--- src/rtl/excess_3_deserializer.sv ---
// excess_3_deserializer: regroups an LSB-first serial Excess-3 stream into N_DIGITS-digit words behind a valid/ready register.
// Define EX3_TO_BCD_EN to store BCD (code-3, or 4'hF for invalid codes) instead of raw Excess-3 codes.
module excess_3_deserializer #(
    parameter int N_DIGITS = 2
) (
    input  logic                  clk,
    input  logic                  reset_b,
    input  logic                  B_in,
    input  logic                  en,
    output logic [4*N_DIGITS-1:0] word_out,
    output logic                  word_valid,
    input  logic                  word_ready,
    output logic                  word_err,
    output logic                  digit_err,
    output logic                  overrun
);
    localparam int W  = 4 * N_DIGITS;
    localparam int DW = N_DIGITS > 1 ? $clog2(N_DIGITS) : 1;
    logic [3:0]    nib;
    logic [1:0]    bit_cnt;
    logic [DW-1:0] digit_cnt;
    logic [W-1:0]  asm_word;
    logic [W-1:0]  nxt_word;
    logic          acc_err;
    logic [3:0]    code;
    logic [3:0]    slot;
    logic          bad;
    logic          digit_done;
    logic          last_digit;
    logic          word_done;
    logic          load;
    assign code       = {B_in, nib[3:1]};
    assign bad        = code < 4'd3 || code > 4'd12;
    assign digit_done = en && bit_cnt == 2'd3;
    assign last_digit = digit_cnt == DW'(N_DIGITS - 1);
    assign word_done  = digit_done && last_digit;
    assign load       = word_done && (!word_valid || word_ready);
`ifdef EX3_TO_BCD_EN
    assign slot = bad ? 4'hF : code - 4'd3;
`else
    assign slot = code;
`endif
    always_comb begin
        nxt_word = asm_word;
        nxt_word[4*digit_cnt +: 4] = slot;
    end
    always_ff @(posedge clk or negedge reset_b) begin
        if (!reset_b) begin
            nib        <= '0;
            bit_cnt    <= '0;
            digit_cnt  <= '0;
            asm_word   <= '0;
            acc_err    <= 1'b0;
            word_out   <= '0;
            word_valid <= 1'b0;
            word_err   <= 1'b0;
            digit_err  <= 1'b0;
            overrun    <= 1'b0;
        end else begin
            digit_err <= digit_done && bad;
            overrun   <= word_done && word_valid && !word_ready;
            if (en) begin
                nib     <= code;
                bit_cnt <= bit_cnt + 2'd1;
            end
            if (digit_done) begin
                asm_word  <= nxt_word;
                digit_cnt <= last_digit ? '0 : digit_cnt + DW'(1);
                acc_err   <= last_digit ? 1'b0 : acc_err | bad;
            end
            // a load on the same edge as a take keeps word_valid high (back-to-back)
            if (load) begin
                word_out   <= nxt_word;
                word_err   <= acc_err | bad;
                word_valid <= 1'b1;
            end else if (word_ready) begin
                word_valid <= 1'b0;
            end
        end
    end
endmodule

--- config.mk ---
export PLATFORM = sky130hd
export DESIGN_NAME = excess_3_deserializer
export DESIGN_NICKNAME = d
export VERILOG_FILES = /design/src/rtl/excess_3_deserializer.sv
export SDC_FILE = /design/constraint.sdc
export NUM_CORES = 1
export LEC_CHECK = 0
export BUFFER_PORTS_ARGS = -buffer_cell sky130_fd_sc_hd__buf_2
export CAP_MARGIN = 40
export CELL_PAD_IN_SITES_DETAIL_PLACEMENT = 1
export CELL_PAD_IN_SITES_GLOBAL_PLACEMENT = 2
export CORE_MARGIN = 2
export CORE_UTILIZATION = 39
export DETAILED_ROUTE_END_ITERATION = 8
export PLACE_DENSITY_LB_ADDON = 0.1
export SYNTH_ARGS = -nofsm -noshare
export SYNTH_HDL_FRONTEND = slang
export SYNTH_SLANG_ARGS = --single-unit
--- constraint.sdc ---
create_clock -name clk -period 2.6 [get_ports clk]
set_input_delay 0.26 -clock clk [delete_from_list [all_inputs] [get_ports clk]]
set_output_delay 0.26 -clock clk [all_outputs]
set_load 0.005 [all_outputs]
==> results of run 1 <==
per-stage QoR:
step                      std cells  setup WS (ns)  util, %  hold slack, ns
after detailed placement        103          1.092    46.50          0.2596
after floorplan                  60          1.225        -        -0.03559
after global placement          103          1.150    46.50          0.2574
after global routing            108         0.9978    48.11          0.2278
final                           108          1.094    48.11          0.2273
after CTS                       108          1.077    48.11          0.2087
registers in the layout, indices dropped and copies added, names as in the netlist:
register,count
bit_cnt,2
overrun,1
word_err,1
digit_err,1
word_out,8
word_valid,1
asm_word,4
acc_err,1
digit_cnt,1
nib,3
cell type report:
class / count / area, um2 / share of cell area [%]
repair buffers: 17 / 90.09 / 8.305
multi-input cells: 36 / 357.8 / 32.99
well taps: 28 / 35.03 / 3.230
clock buffers: 4 / 26.28 / 2.422
flip-flops and latches: 23 / 575.6 / 53.06
worst max-delay path, cell delays in order (launching register included):
cell and delay, ns:
dfrtp_1 0.39, ha_1 0.26, nand3_4 0.16, nor2_8 0.27, mux2_4 0.33
cell usage in the layout (no fill, tap or decap), types with 2 or more instances in the layout:
cell type	n
dfrtp_1	23
buf_2	16
mux2_2	8
mux2_4	8
nand2_1	5
clkbuf_4	3
nor2_1	2
cells by family (layout without fill, tap and decap cells):
group	count (synthesis)	after routing
AND/OR/NAND/NOR	13	13
XOR/XNOR	1	1
flip-flops	23	23
buffers and inverters	1	21
adder cells (fa/ha/maj)	1	1
multiplexers	16	16
AO/OA/AOI/OAI	5	5
metal layers:
layer | track usage (%) | routed length, um
met5 | 0 | 0
met4 | 8.974 | 43
met3 | 3.390 | 61
met2 | 18.52 | 646
met1 | 19.28 | 783
power groups by stage:
stage | combinational (mW) | sequential, mW | clock (mW)
6_report | 0.387 | 0.591 | 0.164
3_5_place_dp | 0.394 | 0.602 | 0
3_3_place_gp | 0.387 | 0.596 | 0
4_1_cts | 0.396 | 0.595 | 0.174
2_1_floorplan | 0.267 | 0.594 | 0
5_1_grt | 0.433 | 0.615 | 0.194
worst paths after layout:
kind,slack [ns],start,to
max,1.09,bit_cnt[0]$_DFFE_PN0P_,word_out[7]$_DFFE_PN0P_
min,0.23,word_ready,overrun$_DFF_PN0_
max reg2reg,1.09,bit_cnt[0]$_DFFE_PN0P_,word_out[7]$_DFFE_PN0P_
min reg2reg,0.49,bit_cnt[0]$_DFFE_PN0P_,bit_cnt[0]$_DFFE_PN0P_
max in group asynchronous,1.83,reset_b,bit_cnt[0]$_DFFE_PN0P_
min in group asynchronous,0.43,reset_b,word_out[0]$_DFFE_PN0P_
==> metrics.csv, run 1 <==
stage,metric,value,unit
cts,clk_path_buf_depth,2,
cts,cts_buffers,3,
hold_path,hold_path_class,in2reg,
yosys,synth_commonest_cells,"dfrtp_1, mux2_2, mux2_4",
cts,hold_buffers,1,
yosys,synth_compound_area_share,3.576,%
place,gp_congestion,0.6091,
route,dr.pass1.iters,3,
critical_path,cp.arrival,1.71,ns
place,port_buffers,16,
floorplanning,die_w,53.22,um
grt,grt_start_max_net_pins,24,
timing,rsz0062_at_grt,no,
critical_path,path_max_fanout,9,
floorplanning,coreArea,2255,um2
route,wl_per_cell,14.21,um
timing,tightestPinTransition,0.4989,ns
timing,period_minus_slack,1.506,ns
yosys,synth_xor_area_share,0.9272,%
grt,first_global_vias,552,
power,combPwrFrac,33.9,%
critical_path,crit_required,2.81,ns
power,clkPwrFrac,14.4,%
cts,cts_setup_buffers,0,
yosys,netlist-cell-type-count,19,
yosys,synth-async-reset-ratio,100.0,%
timing,finalMaxSlewViolations,0,
finish,area_delta_synth_final,14.83,%
power,design_power_total,1.143,mW
yosys,muxShareOfSynthArea,22.25,%
place,place_area,1049,um2
grt,grt.total_usage,13.76,%
critical_path,critPathKind,reg2reg,
cts,cts_tree,built,
cts,cts_resized,0,
route,drt_iter0_drc,1,
yosys,seq_area_frac_synth,60.93,%
grt,grt-ovfl-total,0,
yosys,synth.area.top_cells,"dfrtp_1, mux2_4, mux2_2",
job,maxCapViolCount,0,
cts,htree_levels,1,
yosys,yosys.area_share.simple,9.801,%
timing,max_slew_margin,66.74,%
timing,finalClockSkew,0.004977,ns
finish,fin_area,1085,um2
yosys,synthCells,60,
yosys,synth_warnings,0,
grt,grt_pass1_wl,2635,um
power,p_switching,0.3380,mW
yosys,synth_enable_flop_cells,0,
yosys,syn_nets,66,
timing,final_hold_viol_count,0,
grt,antenna_found_initial,0,
power,p_leak,0.5155,nW
finish,diodes,0,
floorplanning,io_pins,17,
timing,fmax,663.8,MHz
power,intPower,0.8050,mW
hold_path,min_path_cells,3,
yosys,synth_seq_cells,23,
route,vias_per_cell,4.926,
yosys,synth_ff_type,dfrtp_1,
power,peakVddDrop,0.4773,mV
route,drc_errors,0,
finish,fillerInstances,252,
finish,nNetsFinal,87,
place,dp_hpwl,1061,um
floorplanning,die_h,53.22,um
yosys,synth_top_area_cell,dfrtp_1,
cts,clk_pin_slew_worst_paths,0.12,ns
timing,fin_crit_sh,57.94,%
floorplanning,rows,17,
floorplanning,initial_utilization,41.90,%
yosys,synth_fa_ha_area_share,1.325,%
yosys,yosysTopAreaCellShare,60.93,%
yosys,synth_top_family_by_area,multiplexers,
yosys,syn_area,944.7,um2
power,p_sw_share,29.57,%
floorplanning,dieArea,2832,um2
timing,setup-tns-final,0,ns
power,seqPwrFrac,51.7,%
critical_path,end_kind,register,
critical_path,start_kind,register,
route,vias,532,
status,status,"finished, final reports clean",
yosys,yosysMostFrequentCell,dfrtp_1,
critical_path,r2r_cells,4,
finish,drive_above_1_share,47.50,%
cts,cts.sinks,23,
cts,clk_latency,0.31,ns
timing,setup_violations,0,
cts,cts-root-buf,clkbuf_4,
yosys,avgSynthCellArea,15.74,um2
power,power_density,1054,nW/um2
route,wirelength,1535,um
route,postRouteAntennaNets,0,
(Power assumes the default switching activity.)
==> inputs of run 2 (changes only) <==
CORE_UTILIZATION = 37   (was 39)
clock period = 1.5 ns   (was 2.6 ns; I/O delays follow)
==> metrics.csv, run 2 (synthesis gave the netlist of run 1 again) <==
stage,metric,value,unit,change
status,status,"finished, final reports clean",,
finish,largest_reg_flops,8,,unchanged
critical_path,path_max_fanout,9,,unchanged
grt,antenna_found_initial,0,,unchanged
grt,grt.total_usage,13.30,%,-0.46 points
critical_path,critPathTopFamily,flip-flops,,
critical_path,regToRegSetupSlack,0.07,ns,-1.02 ns
route,drt_iter0_drc,5,,+4
critical_path,r2r_end,word_out[7]$_DFFE_PN0P_,,
cts,cts_resized,0,,unchanged
route,wl_met2,703,um,+8.8%
place,port_buffers,16,,unchanged
timing,setup-tns-final,0,ns,unchanged
timing,final_hold_viol_count,0,,unchanged
finish,mostFrequentLayoutCell,dfrtp_1,,
grt,grt_pass1_wl,2635,um,unchanged
floorplanning,die_h,54.53,um,+2.5%
route,drc_errors,0,,unchanged
cts,cts_tree,built,,
grt,grt-ovfl-total,0,,unchanged
route,route.met3.wl,56,um,-8.2%
cts,cts_buffers,3,,unchanged
place,gp_congestion,0.6821,,+12%
finish,drive_above_1_share,49.38,%,+1.9 points
critical_path,start_kind,register,,
cts,cts-root-buf,clkbuf_4,,
critical_path,critPathKind,reg2reg,,
critical_path,r2r_start,bit_cnt[0]$_DFFE_PN0P_,,
timing,fmax,699.0,MHz,+5.3%
power,intPower,1.395,mW,+73%
cts,clk_path_buf_depth,2,,unchanged
route,routed.top_layer,met4,,
critical_path,path_depth,4,,unchanged
floorplanning,coreArea,2455,um2,+8.9%
hold_path,hold_path_class,in2reg,,
timing,max_slew_margin,65.36,%,-1.4 points
finish,fillerInstances,260,,+3.2%
grt,first_global_vias,563,,+2.0%
critical_path,cp_slowest_stage_delay,0.39,ns,about the same
critical_path,crit_start,bit_cnt[0]$_DFFE_PN0P_,,
grt,grt_start_max_net_pins,24,,unchanged
floorplanning,io_pins,17,,unchanged
route,dr.pass1.iters,2,,-1
timing,tightestPinTransition,0.5196,ns,+0.02072 ns
place,dp_hpwl,1149,um,+8.4%
timing,period_minus_slack,1.431,ns,-0.07589 ns
critical_path,end_kind,register,,
floorplanning,dieArea,2974,um2,+5.0%
cts,clk_pin_slew_worst_paths,0.13,ns,about the same
route,vias_per_cell,4.658,,-5.4%
power,p_sw_share,30.51,%,+0.94 points
critical_path,cp_slowest_cell,dfrtp_1,,
critical_path,crit_end,word_out[7]$_DFFE_PN0P_,,
cts,cts.sinks,23,,unchanged
critical_path,crit_chain,ha_1 > nand3_4 > nor2_8 > mux2_4,,
floorplanning,rows,18,,+1
floorplanning,initial_utilization,38.48,%,-3.4 points
route,postRouteAntennaNets,0,,unchanged
job,maxCapViolCount,0,,unchanged
cts,clk_latency,0.31,ns,about the same
route,wirelength,1665,um,+8.5%
power,combPwrFrac,33.8,%,about the same
finish,regMostFlops,word_out,,
power,seqPwrFrac,51.8,%,about the same
finish,nNetsFinal,88,,+1.1%
finish,layout_common_cells,"dfrtp_1, buf_2, mux2_2, mux2_4, nand2_1",,
finish,largestRegisters,"word_out (8), asm_word (4), nib (3)",,
route,wl_per_cell,15.00,um,+5.5%
timing,setup_violations,0,,unchanged
floorplanning,die_w,54.53,um,+2.5%
critical_path,cp.arrival,1.64,ns,-0.07 ns
power,p_switching,0.6123,mW,+81%
route,vias,517,,-2.8%
critical_path,crit_required,1.71,ns,-1.10 ns
finish,area_delta_synth_final,16.03,%,
power,clkPwrFrac,14.4,%,about the same
critical_path,r2r_cells,4,,unchanged
finish,finish.utilization,44.65,%,-3.5 points
timing,finalClockSkew,0.005563,ns,+0.0005865 ns
power,peakVddDrop,0.7152,mV,+50%
power,power_density,1831,nW/um2,+74%
cts,htree_levels,1,,unchanged
power,p_leak,0.5242,nW,+1.7%
cts,cts_setup_buffers,0,,unchanged
timing,finalMaxSlewViolations,0,,unchanged
route,m1WireLength,894,um,+14%
critical_path,cp_num_buf_inv,0,,unchanged
finish,diodes,0,,unchanged
timing,fin_crit_sh,95.37,%,+37 points
timing,rsz0062_at_grt,no,,
## run 2: cell count changes in the layout (fill, tap and decap cells not counted), sizes merged
cell / change
buf: +1
clkinv: +1
clkbuf: -1
## run 2: cell type report
cell class	count	area [um2]	area share (%)
Clock buffer	3	22.52	2.055
Timing Repair Buffer	18	97.59	8.904
Multi-Input combinational cell	36	357.8	32.65
Tap cell	30	37.54	3.425
Sequential cell	23	575.6	52.51
Clock inverter	1	5.005	0.4566
## run 2: routing by layer
layer  GRT usage, %  up-vias
li1               -      251
met1          17.68      253
met2          19.68       11
met3          3.279        2
met4          7.500        0
met5              0        -
## run 2: timing repair
item,CTS,global route
hold endpoints to repair,23,0
setup endpoints to repair,0,8
hold buffers,1,0
## run 2: worst min path at each step
stage                from                       to  slack, ns  cells past startpoint
6_report       word_ready        overrun$_DFF_PN0_       0.11                      3
3_3_place_gp      reset_b  word_out[2]$_DFFE_PN0P_       0.15                      1
5_1_grt        word_ready        overrun$_DFF_PN0_       0.11                      3
4_1_cts        word_ready        overrun$_DFF_PN0_        0.1                      3
3_5_place_dp      reset_b  word_out[2]$_DFFE_PN0P_       0.16                      1
2_1_floorplan     reset_b      acc_err$_DFFE_PN0N_      -0.15                      0
## run 2: power by group through the flow
stage	logic (mW)	registers, mW	clock network (mW)
final	0.678	1.04	0.290
after global routing	0.751	1.08	0.336
after CTS	0.695	1.05	0.310
after detailed placement	0.698	1.05	0
after global placement	0.675	1.05	0
after floorplan	0.462	1.03	0
## run 2: through the flow
stage | power (mW) | instances | hold WS, ns | area, um2 | worst slack (ns)
detailed placement | 1.750 | 106 | 0.1555 | 1059 | 0.04748
global route | 2.168 | 111 | 0.1069 | 1096 | 0.003550
finish | 2.007 | 111 | 0.1136 | 1096 | 0.06947
global placement | 1.723 | 106 | 0.1541 | 1059 | 0.08813
floorplan | 1.491 | 60 | -0.1456 | 944.7 | 0.1246
CTS | 2.051 | 111 | 0.09853 | 1096 | 0.03186
## run 2: worst reg2reg max path, stage by stage (launching register included)
cell	delay, ns
dfrtp_1	0.39
ha_1	0.25
nand3_4	0.13
nor2_8	0.23
mux2_4	0.33
==> inputs of run 3 (changes only) <==
ABC_CLOCK_PERIOD_IN_PS = 1500   (was default)
CORE_UTILIZATION = 39   (was 37)
CTS_BUF_LIST = sky130_fd_sc_hd__clkbuf_2 sky130_fd_sc_hd__clkbuf_4 sky130_fd_sc_hd__clkbuf_8   (was default)
==> metrics.csv, run 3 (synthesis gave the netlist of run 1 again) <==
stage,metric,value,unit,change
status,status,"finished, final reports clean",,
power,peakVddDrop,0.7785,mV,+8.8%
finish,regMostFlops,word_out,,
timing,setup-tns-final,0,ns,unchanged
power,power_density,1831,nW/um2,about the same
cts,cts_buffers,3,,unchanged
finish,area_delta_synth_final,16.03,%,unchanged
grt,grt.total_usage,13.96,%,+0.66 points
hold_path,min_path_cells,3,,unchanged
route,wl_per_cell,14.55,um,-3.0%
timing,final_hold_viol_count,0,,unchanged
route,drc_errors,0,,unchanged
power,seqPwrFrac,51.5,%,-0.3 points
cts,clk_latency,0.30,ns,about the same
cts,htree_levels,1,,unchanged
job,maxCapViolCount,0,,unchanged
finish,finish.utilization,48.61,%,+4.0 points
finish,fin_area,1096,um2,unchanged
finish,layout.cells.non_filler,109,,-1.8%
floorplanning,dieArea,2832,um2,-4.8%
grt,first_global_vias,562,,-0.18%
power,intPower,1.417,mW,+1.6%
critical_path,critPathTopFamily,flip-flops,,
critical_path,start_kind,register,,
grt,grt_pass1_wl,2670,um,+1.3%
critical_path,cp.arrival,1.62,ns,-0.02 ns
place,gp_congestion,0.6242,,-8.5%
floorplanning,die_w,53.22,um,-2.4%
route,vias,542,,+4.8%
power,p_sw_share,29.37,%,-1.1 points
finish,nNetsFinal,88,,unchanged
grt,grt_start_max_net_pins,24,,unchanged
timing,setup_violations,0,,unchanged
route,dr.pass1.iters,3,,+1
floorplanning,die_h,53.22,um,-2.4%
floorplanning,rows,17,,-1
critical_path,cp_slowest_cell,dfrtp_1,,
critical_path,crit_chain,ha_1 > nand3_4 > nor2_8 > mux2_4,,
timing,tightestPinTransition,0.5088,ns,-0.01078 ns
critical_path,path_depth,4,,unchanged
finish,mostFrequentLayoutCell,dfrtp_1,,
critical_path,r2r_cells,4,,unchanged
power,combPwrFrac,33.7,%,about the same
power,clkPwrFrac,14.8,%,+0.4 points
cts,clk_path_buf_depth,2,,unchanged
floorplanning,coreArea,2255,um2,-8.2%
critical_path,end_kind,register,,
power,p_switching,0.5892,mW,-3.8%
critical_path,path_max_fanout,9,,unchanged
route,wirelength,1586,um,-4.7%
timing,fin_crit_sh,94.82,%,-0.55 points
timing,period_minus_slack,1.422,ns,-0.008242 ns
route,postRouteAntennaNets,0,,unchanged
floorplanning,initial_utilization,41.90,%,+3.4 points
finish,largestRegisters,"word_out (8), asm_word (4), nib (3)",,
floorplanning,io_pins,17,,unchanged
place,dp_hpwl,1154,um,+0.37%
route,drt_iter0_drc,2,,-3
place,port_buffers,16,,unchanged
critical_path,regToRegSetupSlack,0.08,ns,about the same
critical_path,critPathKind,reg2reg,,
cts,cts_setup_buffers,0,,unchanged
timing,holdWs,0.1122,ns,-0.001393 ns
finish,fillerInstances,250,,-3.8%
grt,grt-ovfl-total,0,,unchanged
grt,antenna_found_initial,0,,unchanged
place,place_inst,104,,-1.9%
cts,cts-root-buf,clkbuf_4,,
cts,cts_tree,built,,
cts,clk_pin_slew_worst_paths,0.12,ns,about the same
place,place_area,1056,um2,-0.24%
critical_path,crit_required,1.70,ns,about the same
route,vias_per_cell,4.972,,+6.8%
power,p_leak,0.5248,nW,+0.13%
timing,finalClockSkew,0.003400,ns,-0.002163 ns
finish,layout_common_cells,"dfrtp_1, buf_2, mux2_2, mux2_4, nand2_1",,
finish,drive_above_1_share,49.38,%,unchanged
finish,diodes,0,,unchanged
timing,finalMaxSlewViolations,0,,unchanged
timing,fmax,703.1,MHz,+0.58%
critical_path,cp_slowest_stage_delay,0.39,ns,about the same
hold_path,hold_path_class,in2reg,,
critical_path,cp_num_buf_inv,0,,unchanged
timing,max_slew_margin,66.08,%,+0.72 points
finish,largest_reg_flops,8,,unchanged
timing,rsz0062_at_grt,no,,
cts,cts.sinks,23,,unchanged
-- run 3: path summary, 6_finish.rpt --
check | end | from
hold reg to reg | bit_cnt[0]$_DFFE_PN0P_ | bit_cnt[0]$_DFFE_PN0P_
max in group asynchronous | bit_cnt[0]$_DFFE_PN0P_ | reset_b
hold / removal | overrun$_DFF_PN0_ | word_ready
min in group asynchronous | word_out[0]$_DFFE_PN0P_ | reset_b
setup / recovery | word_out[6]$_DFFE_PN0P_ | bit_cnt[0]$_DFFE_PN0P_
setup reg to reg | word_out[6]$_DFFE_PN0P_ | bit_cnt[0]$_DFFE_PN0P_
-- run 3: layout make-up --
cell class | instances | area, um2 | area share [%]
timing repair buffer | 18 | 97.59 | 8.904
multi-input combinational | 36 | 357.8 | 32.65
sequential | 23 | 575.6 | 52.51
clock buffer | 4 | 30.03 | 2.740
tap | 28 | 35.03 | 3.196
-- run 3: stage by stage --
step	worst slack, ns	power, mW
2_1_floorplan	0.1246	1.491
3_3_place_gp	0.08766	1.717
3_5_place_dp	0.05814	1.747
4_1_cts	0.04662	2.051
5_1_grt	0.01097	2.175
6_report	0.07771	2.006
-- run 3: repair_timing --
action	CTS	global route
hold endpoints to repair	23	0
endpoints found under the setup margin	0	8
hold buffers	1	0
resized for setup	0	0
-- run 3: worst reg2reg max path, cell delays in order, from the launching register on --
cell and delay (ns):
dfrtp_1 0.39, ha_1 0.26, nand3_4 0.14, nor2_8 0.22, mux2_4 0.32
-- run 3: layer usage --
layer | up-vias | global-route usage [%] | wire length [um]
met1 | 274 | 18.63 | 755
li1 | 250 | - | -
met2 | 14 | 19.96 | 722
met4 | 0 | 8.974 | 38
met3 | 4 | 3.390 | 70
met5 | - | 0 | 0
-- run 3: power groups by stage --
stage	Combinational (mW)	Sequential, mW	Clock (mW)
2_1_floorplan	0.462	1.03	0
3_3_place_gp	0.674	1.04	0
3_5_place_dp	0.696	1.05	0
4_1_cts	0.697	1.04	0.315
5_1_grt	0.762	1.08	0.337
6_report	0.676	1.03	0.297
